### config.mk
export PLATFORM = sky130hd
export DESIGN_NAME = stopwatch_controller
export DESIGN_NICKNAME = d
export VERILOG_FILES = /design/src/rtl/stopwatch_pkg.sv /design/src/rtl/bcd_digit_counter.sv /design/src/rtl/stopwatch_controller.sv
export SDC_FILE = /design/constraint.sdc
export NUM_CORES = 1
export LEC_CHECK = 0
export ABC_AREA = 1
export BUFFER_PORTS_ARGS = -buffer_cell sky130_fd_sc_hd__buf_2
export CAP_MARGIN = 20
export CORE_UTILIZATION = 45
export DETAILED_ROUTE_END_ITERATION = 7
export SYNTH_ARGS = -nofsm -noshare
export SYNTH_HDL_FRONTEND = slang
export SYNTH_SLANG_ARGS = --single-unit
export TNS_END_PERCENT = 50
### constraint.sdc
create_clock -name clk -period 2.7 [get_ports clk]
set_input_delay 0.675 -clock clk [delete_from_list [all_inputs] [get_ports clk]]
set_output_delay 0.675 -clock clk [all_outputs]
set_load 0.02 [all_outputs]
### src/rtl/stopwatch_pkg.sv
// Shared types and constants for the stopwatch controller.
// The optional lap freeze is enabled by defining STOPWATCH_LAP_EN.
package stopwatch_pkg;

  typedef enum logic [1:0] {
    ST_IDLE  = 2'd0,
    ST_RUN   = 2'd1,
    ST_PAUSE = 2'd2,
    ST_DONE  = 2'd3
  } sw_state_e;

  localparam int BCD_W = 4;
  localparam logic [BCD_W-1:0] BCD_MAX = 4'd9;

  localparam logic [4*BCD_W-1:0] COUNT_MAX = 16'h9999;
  localparam logic [4*BCD_W-1:0] COUNT_MIN = 16'h0000;

  // Any nibble above 9 saturates to 9, so 16'hFA3C becomes 16'h9939.
  function automatic logic [4*BCD_W-1:0] clamp_preset(input logic [4*BCD_W-1:0] p);
    logic [4*BCD_W-1:0] r;
    r = '0;
    for (int i = 0; i < 4; i++) begin
      r[i*BCD_W +: BCD_W] = (p[i*BCD_W +: BCD_W] > BCD_MAX) ? BCD_MAX : p[i*BCD_W +: BCD_W];
    end
    return r;
  endfunction

endpackage

### src/rtl/bcd_digit_counter.sv
// One BCD digit (0..9) with load, up/down step and a carry/borrow output
// that enables the next more significant digit.
module bcd_digit_counter
  import stopwatch_pkg::*;
(
  input  logic             clk,
  input  logic             rst_n,
  input  logic             en_i,
  input  logic             up_i,
  input  logic             ld_i,
  input  logic [BCD_W-1:0] ld_val_i,
  output logic [BCD_W-1:0] q_o,
  output logic [BCD_W-1:0] next_o,
  output logic             co_o
);

  logic [BCD_W-1:0] q_q, q_d;

  always_comb begin
    q_d = q_q;
    if (ld_i) begin
      q_d = ld_val_i;
    end else if (en_i) begin
      if (up_i) q_d = (q_q == BCD_MAX) ? '0 : q_q + 4'd1;
      else      q_d = (q_q == '0) ? BCD_MAX : q_q - 4'd1;
    end
  end

  always_ff @(posedge clk or negedge rst_n) begin
    if (!rst_n) q_q <= '0;
    else        q_q <= q_d;
  end

  assign co_o   = en_i & (up_i ? (q_q == BCD_MAX) : (q_q == '0));
  assign q_o    = q_q;
  assign next_o = q_d;

endmodule

### src/rtl/stopwatch_controller.sv
// Stopwatch/timer sequencer: FSM, 100 Hz prescaler, mode latch and a 4-digit
// BCD count SS.cc. Lap display freeze is built only with STOPWATCH_LAP_EN.
module stopwatch_controller
  import stopwatch_pkg::*;
#(
  parameter int unsigned TICK_DIV = 1_000_000
) (
  input  logic        clk,
  input  logic        rst_n,
  input  logic        start_stop,
  input  logic        clear,
  input  logic        load,
  input  logic        lap,
  input  logic        mode_down,
  input  logic [15:0] preset,
  output logic [3:0]  dig0,
  output logic [3:0]  dig1,
  output logic [3:0]  dig2,
  output logic [3:0]  dig3,
  output logic        running,
  output logic        done
);

  localparam int PW = (TICK_DIV > 1) ? $clog2(TICK_DIV) : 1;
  localparam logic [PW-1:0] PRESC_LAST = PW'(TICK_DIV - 1);

  sw_state_e state_q, state_d;
  logic [PW-1:0] presc_q, presc_d;
  logic mode_q, mode_d;

  logic tick;
  logic cnt_ld;
  logic [4*BCD_W-1:0] cnt_ld_val;
  logic [4*BCD_W-1:0] count_q;
  logic [4*BCD_W-1:0] count_next;
  logic [3:0] dig_en;
  logic [3:0] dig_co;
  logic limit_hit;
  logic unused_carry;

  assign tick = (state_q == ST_RUN) && (presc_q == PRESC_LAST);

  // Direction is fixed by mode_q, which only tracks mode_down while idle.
  assign limit_hit = tick && (mode_q ? (count_next == COUNT_MIN) : (count_next == COUNT_MAX));

  always_comb begin
    state_d    = state_q;
    presc_d    = presc_q;
    mode_d     = mode_q;
    cnt_ld     = 1'b0;
    cnt_ld_val = clamp_preset(preset);
    if (state_q == ST_IDLE) mode_d = mode_down;
    if (clear) begin
      state_d    = ST_IDLE;
      presc_d    = '0;
      cnt_ld     = 1'b1;
      cnt_ld_val = mode_q ? clamp_preset(preset) : COUNT_MIN;
    end else begin
      case (state_q)
        ST_IDLE: begin
          if (start_stop)  state_d = (mode_q && count_q == COUNT_MIN) ? ST_DONE : ST_RUN;
          else if (load)   cnt_ld  = 1'b1;
        end
        ST_RUN: begin
          presc_d = tick ? '0 : presc_q + PW'(1);
          if (limit_hit)       state_d = ST_DONE;
          else if (start_stop) state_d = ST_PAUSE;
        end
        ST_PAUSE: begin
          if (start_stop) state_d = ST_RUN;
          else if (load)  cnt_ld  = 1'b1;
        end
        default: ;
      endcase
    end
  end

  always_ff @(posedge clk or negedge rst_n) begin
    if (!rst_n) begin
      state_q <= ST_IDLE;
      presc_q <= '0;
      mode_q  <= 1'b0;
    end else begin
      state_q <= state_d;
      presc_q <= presc_d;
      mode_q  <= mode_d;
    end
  end

  assign dig_en[0] = tick;
  assign dig_en[1] = dig_co[0];
  assign dig_en[2] = dig_co[1];
  assign dig_en[3] = dig_co[2];
  assign unused_carry = dig_co[3];

  for (genvar g = 0; g < 4; g++) begin : g_digit
    bcd_digit_counter u_digit (
      .clk      (clk),
      .rst_n    (rst_n),
      .en_i     (dig_en[g]),
      .up_i     (!mode_q),
      .ld_i     (cnt_ld),
      .ld_val_i (cnt_ld_val[g*BCD_W +: BCD_W]),
      .q_o      (count_q[g*BCD_W +: BCD_W]),
      .next_o   (count_next[g*BCD_W +: BCD_W]),
      .co_o     (dig_co[g])
    );
  end

  logic [4*BCD_W-1:0] disp;

`ifdef STOPWATCH_LAP_EN
  logic frz_q, frz_d;
  logic [4*BCD_W-1:0] lap_val_q, lap_val_d;

  // Any exit from RUN (pause, done, clear) releases the freeze.
  always_comb begin
    frz_d     = frz_q;
    lap_val_d = lap_val_q;
    if (state_d != ST_RUN || clear) begin
      frz_d = 1'b0;
    end else if (state_q == ST_RUN && lap) begin
      frz_d = !frz_q;
      if (!frz_q) lap_val_d = count_q;
    end
  end

  always_ff @(posedge clk or negedge rst_n) begin
    if (!rst_n) begin
      frz_q     <= 1'b0;
      lap_val_q <= '0;
    end else begin
      frz_q     <= frz_d;
      lap_val_q <= lap_val_d;
    end
  end

  assign disp = frz_q ? lap_val_q : count_q;
`else
  logic unused_lap;
  assign unused_lap = lap;
  assign disp = count_q;
`endif

  assign dig0    = disp[3:0];
  assign dig1    = disp[7:4];
  assign dig2    = disp[11:8];
  assign dig3    = disp[15:12];
  assign running = (state_q == ST_RUN);
  assign done    = (state_q == ST_DONE);

endmodule
== After elaboration in Yosys (flattened, before gate mapping) ==
Index checks and enable logic that the tools add are counted.

* Register bits: 39
* Input bits: 23
* Output and inout bits: 18

* Add/sub/neg operators: 9
* $lt $le $gt $ge: 4
* Equal/unequal tests: 12
* Multiplexer cells: 44
* Bitwise logic cells: 3
* Reductions and logical operators: 14

{| class="wikitable"
|+ Operator list
! operator !! count
|-
| $mux 4 || 24
|-
| $mux 20 || 3
|-
| $logic_not 16->1 || 2
|-
| $mux 16 || 2
|-
| $add 20x1->20 const B || 1
|-
| $eq 20x20->1 const B || 1
|-
| $add 4x1->4 const B || 4
|-
| $eq 16x16->1 const B || 1
|-
| $eq 4x4->1 const B || 4
|-
| $gt 4x4->1 const B || 4
|-
| $logic_not 4->1 || 4
|-
| $sub 4x1->4 const B || 4
|-
| $mux 2 || 6
|-
| $mux 1 || 8
|-
| $ne 3x3->1 const B || 2
|-
| $pmux 2 s3 || 1
|-
| $eq 2x2->1 const B || 2
|-
| $ne 4x3->1 const B || 1
|-
| $reduce_and 4->1 || 1
|-
| $reduce_bool 4->1 || 1
|-
| $and 1x1->1 || 3
|-
| $logic_and 1x1->1 || 3
|-
| $eq 2x1->1 const B || 1
|-
| $logic_not 2->1 || 1
|-
| other kinds (2) || 2
|}

== Logic depth before layout (Yosys ltp) ==
* Depth after elaboration: 13
* Mapped depth: 22

== Modules after synthesis ==
From an unflattened synthesis, not the netlist that was laid out.

* Cells, all modules: 501
* Area total of the unflattened synthesis: 3,136.8 um2

{| class="wikitable"
|+ Modules (own cells, without submodules)
! module !! times used !! cells each !! area an instance (um2) !! seq. area each (um2)
|-
| stopwatch_controller || 1 || 281 || 1,770.4 || 575.6
|-
| bcd_digit_counter || 4 || 55 || 341.6 || 100.1
|}

== Worst setup path after synthesis ==
No wires, ideal clock.

* Kind: reg-to-reg
* From: register state_q[1]
* To: register state_q[0]
* Arrival: 2.282 ns
* Path slack: 0.301 ns
* Stages on the path, launching flop included: 19
* Path buffers: 1
* Period minus slack after synthesis: 2.399 ns
* Cell sequence: dfrtp_1 > inv_1 > ha_1 > buf_4 > nand2_1 > nor2_2 > nand3_4 > nor2_8 > nand2_4 > o211ai_2 > nand2_2 > nor2_1 > nand2_1 > nor2_2 > nand3_2 > nand3_2 > nand3_1 > nand2_1 > nand2_1

* Elaborated cells on any way between the ends: 30
* Classes of those cells: eq/ne (6); mux (14); bitwise (3); reduce/logical (7)

{| class="wikitable"
|+ RTL lines
! element !! line !! RTL
|-
| start: declaration || stopwatch_controller.sv:27 || <nowiki>sw_state_e state_q, state_d;</nowiki>
|-
| start signal: assignment || stopwatch_controller.sv:84 || <nowiki>state_q <= state_d;</nowiki>
|-
| $eq 2x1->1 * || -- ||
|-
| named net running || stopwatch_controller.sv:20 || <nowiki>output logic running,</nowiki>
|-
| $logic_and 1x1->1 * || stopwatch_controller.sv:41 || <nowiki>assign tick = (state_q == ST_RUN) && (presc_q == PRESC_LAST);</nowiki>
|-
| $and 1x1->1 * (2 in a row) || bcd_digit_counter.sv:34 || <nowiki>assign co_o = en_i & (up_i ? (q_q == BCD_MAX) : (q_q == '0));</nowiki>
|-
| $mux 4 * || bcd_digit_counter.sv:23 || <nowiki>end else if (en_i) begin</nowiki>
|-
| $mux 4 * || bcd_digit_counter.sv:21 || <nowiki>if (ld_i) begin</nowiki>
|-
| named net count_next[9] || stopwatch_controller.sv:35 || <nowiki>logic [4*BCD_W-1:0] count_next;</nowiki>
|-
| $eq 16x16->1 / $logic_not 16->1 (equally long branches) || stopwatch_controller.sv:44 || <nowiki>assign limit_hit = tick && (mode_q ? (count_next == COUNT_MIN) : (count_next == COUNT_MAX));</nowiki>
|-
| $mux 1 * || stopwatch_controller.sv:44 ||
|-
| $logic_and 1x1->1 * || stopwatch_controller.sv:44 ||
|-
| $mux 2 || stopwatch_controller.sv:66 || <nowiki>if (limit_hit) state_d = ST_DONE;</nowiki>
|-
| $pmux 2 s3 || stopwatch_controller.sv:59 || <nowiki>case (state_q)</nowiki>
|-
| $mux 2 || stopwatch_controller.sv:53 || <nowiki>if (clear) begin</nowiki>
|}

The timed path passes the listed nets; every way through them passes the cells marked *.
A chain may end at the register's enable or synchronous reset.

== Worst setup path in the final report ==
* From: register state_q[1]
* To: register state_q[0]

* Elaborated cells on any way between the ends: 30
* Classes of those cells: eq/ne (6); mux (14); bitwise (3); reduce/logical (7)

{| class="wikitable"
|+ RTL lines
! element !! line
|-
| $eq 2x2->1 / $logic_not 2->1 (equally long branches) || stopwatch_controller.sv:59
|-
| $reduce_or 2->1 (no line) || --
|-
| $mux 1 || --
|-
| $mux 1 || stopwatch_controller.sv:53
|-
| $mux 4 * || bcd_digit_counter.sv:21
|-
| named net count_next[1] || stopwatch_controller.sv:35
|-
| $eq 16x16->1 / $logic_not 16->1 (equally long branches) || stopwatch_controller.sv:44
|-
| $mux 1 * || stopwatch_controller.sv:44
|-
| $logic_and 1x1->1 * || stopwatch_controller.sv:44
|-
| $mux 2 || stopwatch_controller.sv:66
|-
| $pmux 2 s3 || stopwatch_controller.sv:59
|-
| $mux 2 || stopwatch_controller.sv:53
|}

Marks and branches as above.

==> impl_metrics.env <==
export IMPL_crit_type="flip-flop to flip-flop"
export IMPL_dieArea_mm2=0.00720
export IMPL_seqCellArea_um2=976
export IMPL_holdBufCountCts=0
export IMPL_critPathRequiredTime_ns=2.88
export IMPL_ir_drop_mv=0.456
export IMPL_hold_viol=0
export IMPL_final_common_cell="nand2_1"
export IMPL_grt_pass1_wl_um=13000
export IMPL_clk_pin_slew_ns=0.07
export IMPL_sw_frac_of_total_pct=47.1
export IMPL_fp_row_count=29
export IMPL_hpwl_um=5880
export IMPL_antenna_found_initial=0
export IMPL_cap_viol_max_count=0
export IMPL_fin_crit_sh_pct=92.6
export IMPL_htreeDepth=2
export IMPL_wire_per_inst_um=12.6
export IMPL_multiInputGateArea_mm2=0.00184
export IMPL_dr_pass1_iters=8
export IMPL_io_pins=41
export IMPL_grt_overflow=0
export IMPL_fin_nets=564
export IMPL_synth_main_ff_cell="dfrtp_1"
export IMPL_route_detailed_drc=2
export IMPL_cts_made_buffers=5
export IMPL_slew_headroom_pct=42.3
export IMPL_syn2layout_area_growth_pct=17.5
export IMPL_end_kind="flip-flop"
export IMPL_cts_tree="done"
export IMPL_violations="DRC"
export IMPL_critical_path_max_fanout=6
export IMPL_final_cell_mix="nand2_1 (128), inv_1 (58), nor2_1 (54), nand3_1 (50), buf_2 (40)"
export IMPL_worst_slew_pin_slew_ns=0.865
export IMPL_coreArea_mm2=0.00649
export IMPL_ant_nets=0
export IMPL_cts_sinks=39
export IMPL_netlist_instances=478
export IMPL_p_sw_uw=1180
export IMPL_hp_class="primary input to asynchronous set/reset pin"
export IMPL_ys_ff_latch=39
export IMPL_grt_max_degree=40
export IMPL_synth_edf_count=0
export IMPL_clockBufferDepth=2
export IMPL_status="finished with violations"
export IMPL_async_flop_share_pct=100
export IMPL_avgSynthCellArea_um2=6.46
export IMPL_min_period_ns=2.50
export IMPL_p_int_uw=1320
export IMPL_wl_um=7710
export IMPL_drtIter0Drc=123
export IMPL_fin_skew_ns=0.00521
export IMPL_p_leak_uw=0.00182
export IMPL_p_comb_share_pct=52.4
export IMPL_n_antenna_cell=0
export IMPL_grt_usage_pct=22.4
export IMPL_syn_area_mm2=0.00309
export IMPL_utilization_pct=55.9
export IMPL_cp_arrival_ns=2.68
export IMPL_die_y_um=84.8
export IMPL_synth_cell_type_count=41
export IMPL_clock_latency_ns=0.29
export IMPL_numPortBuffers=39
export IMPL_num_vias=3164
export IMPL_worst_setup_path_start_kind="flip-flop"
export IMPL_drv_slew=0
export IMPL_seqPwrFrac_pct=31.7
export IMPL_power_density_mw_per_mm2=689
export IMPL_drt_vias_per_instance=5.16
export IMPL_initial_core_util_pct=47.5
export IMPL_seq_area_frac_synth_pct=31.6
export IMPL_ys_warn_count=0
export IMPL_gp_congestion=0.908
export IMPL_fmax_mhz=400
export IMPL_setup_viol=0
export IMPL_nFillCells=662
export IMPL_drive_above_1_share_pct=22.0
export IMPL_grt_pass1_vias=2952
export IMPL_synthesis_nets=506
export IMPL_power_frac_clock_pct=15.9
export IMPL_power_uw=2500
export IMPL_chipWidth_um=84.8
export IMPL_cts_root_buf="clkbuf_8"
==> power by group through the flow <==
stage	clock network, uW	logic [uW]	registers (uW)
floorplan	0	844	841
global placement	0	1220	794
detailed placement	0	1220	795
CTS	414	1230	783
global route	440	1480	804
finish	399	1310	792
==> critical path, cell delays in order, from the launching register on <==
cell and delay (ns):
dfrtp_1 0.40, inv_1 0.13, ha_2 0.23, inv_2 0.04
nand2_1 0.11, a31oi_4 0.13, buf_12 0.15, buf_2 0.16
nand3_1 0.09, nand2_1 0.07, nor2_2 0.15, nand2_1 0.07
nor2_1 0.11, nand3_1 0.09, nand2_1 0.07, nand3_2 0.11
nand3_2 0.09, nand3_1 0.08, nand2_1 0.07, nand2_1 0.05
==> area by class of cell <==
cell class | instances | share of cell area, %
Sequential cell | 39 | 26.9
Inverter | 72 | 7.45
Clock buffer | 6 | 2.28
Timing Repair Buffer | 60 | 10.0
Tap cell | 77 | 2.65
Clock inverter | 1 | 0.138
Multi-Input combinational cell | 358 | 50.6
==> flip-flops by register name (all words and copies together), names as in the netlist <==
register,cells
g_digit.u_digit.q_o,16
mode_q,1
presc_q,20
state_q,2
==> final timing paths <==
path	from	endpoint	slack, ns	depth (start not counted)
max	state_q[1]$_DFFE_PN0P_	state_q[0]$_DFFE_PN0P_	0.20	19
min in group clk	presc_q[10]$_DFFE_PN0P_	presc_q[10]$_DFFE_PN0P_	0.57	2
max reg2reg	state_q[1]$_DFFE_PN0P_	state_q[0]$_DFFE_PN0P_	0.20	19
min	rst_n	presc_q[15]$_DFFE_PN0P_	0.50	1
max in group asynchronous	rst_n	state_q[1]$_DFFE_PN0P_	1.67	1
min reg2reg	presc_q[10]$_DFFE_PN0P_	presc_q[10]$_DFFE_PN0P_	0.57	2
==> cells by family (layout without fill, tap and decap cells) <==
logic type / Yosys count / after routing / synth area share (%)
DFF: 39 / 39 / 31.6
and+or+nand+nor: 285 / 285 / 42.8
xor gates and xnor gates: 3 / 3 / 0.851
AOI/OAI and AO/OA: 65 / 65 / 12.2
buffers and inverters: 81 / 139 / 10.6
adders and majority gates: 5 / 5 / 2.03
==> stage by stage <==
step	worst slack (ns)	setup TNS, ns	hold WS, ns	std cells	instance area (um^2)
final	0.201	0	0.496	613	3630
after CTS	0.109	0	0.528	603	3510
after floorplan	0.301	0	0.379	478	3090
after global placement	0.181	0	0.519	596	3420
after detailed placement	0.145	0	0.517	596	3420
after global routing	-0.0174	-0.0174	0.578	613	3630
==> synthesized netlist by cell type, types with 2 or more instances <==
| master | count | area share (%) |
|---|---|---|
| a21oi_1 | 25 | 4.1 |
| buf_2 | 3 | 0.49 |
| buf_4 | 3 | 0.73 |
| clkbuf_1 | 2 | 0.24 |
| dfrtp_1 | 39 | 32 |
| ha_1 | 5 | 2.0 |
| inv_1 | 59 | 7.2 |
| inv_2 | 13 | 1.6 |
| nand2_1 | 129 | 16 |
| nand2_2 | 6 | 1.2 |
| nand2_4 | 2 | 0.73 |
| nand3_1 | 50 | 8.1 |
| nand3_2 | 2 | 0.65 |
| nand4_1 | 12 | 2.4 |
| nor2_1 | 55 | 6.7 |
| nor2_2 | 9 | 1.8 |
| nor3_1 | 8 | 1.3 |
| nor3b_1 | 2 | 0.49 |
| o211ai_1 | 4 | 0.97 |
| o21ai_0 | 25 | 4.1 |
| o21ai_1 | 3 | 0.49 |
| xor2_1 | 3 | 0.85 |
==> metal layers <==
layer  global-route usage, %  vias up  routed length [um]
met5                       0        -                   0
met2                    40.5       40                3880
met3                    3.60        9                 186
met4                    6.16        0                 100
met1                    27.6     1450                3540
li1                        -     1665                   -
==> repair_timing <==
action | CTS | global route
endpoints found under the setup margin | 0 | 3
resized for setup | 0 | 12
endpoints found under the hold margin | 0 | 0
setup buffers | 0 | 10
(Power assumes the default switching activity.)
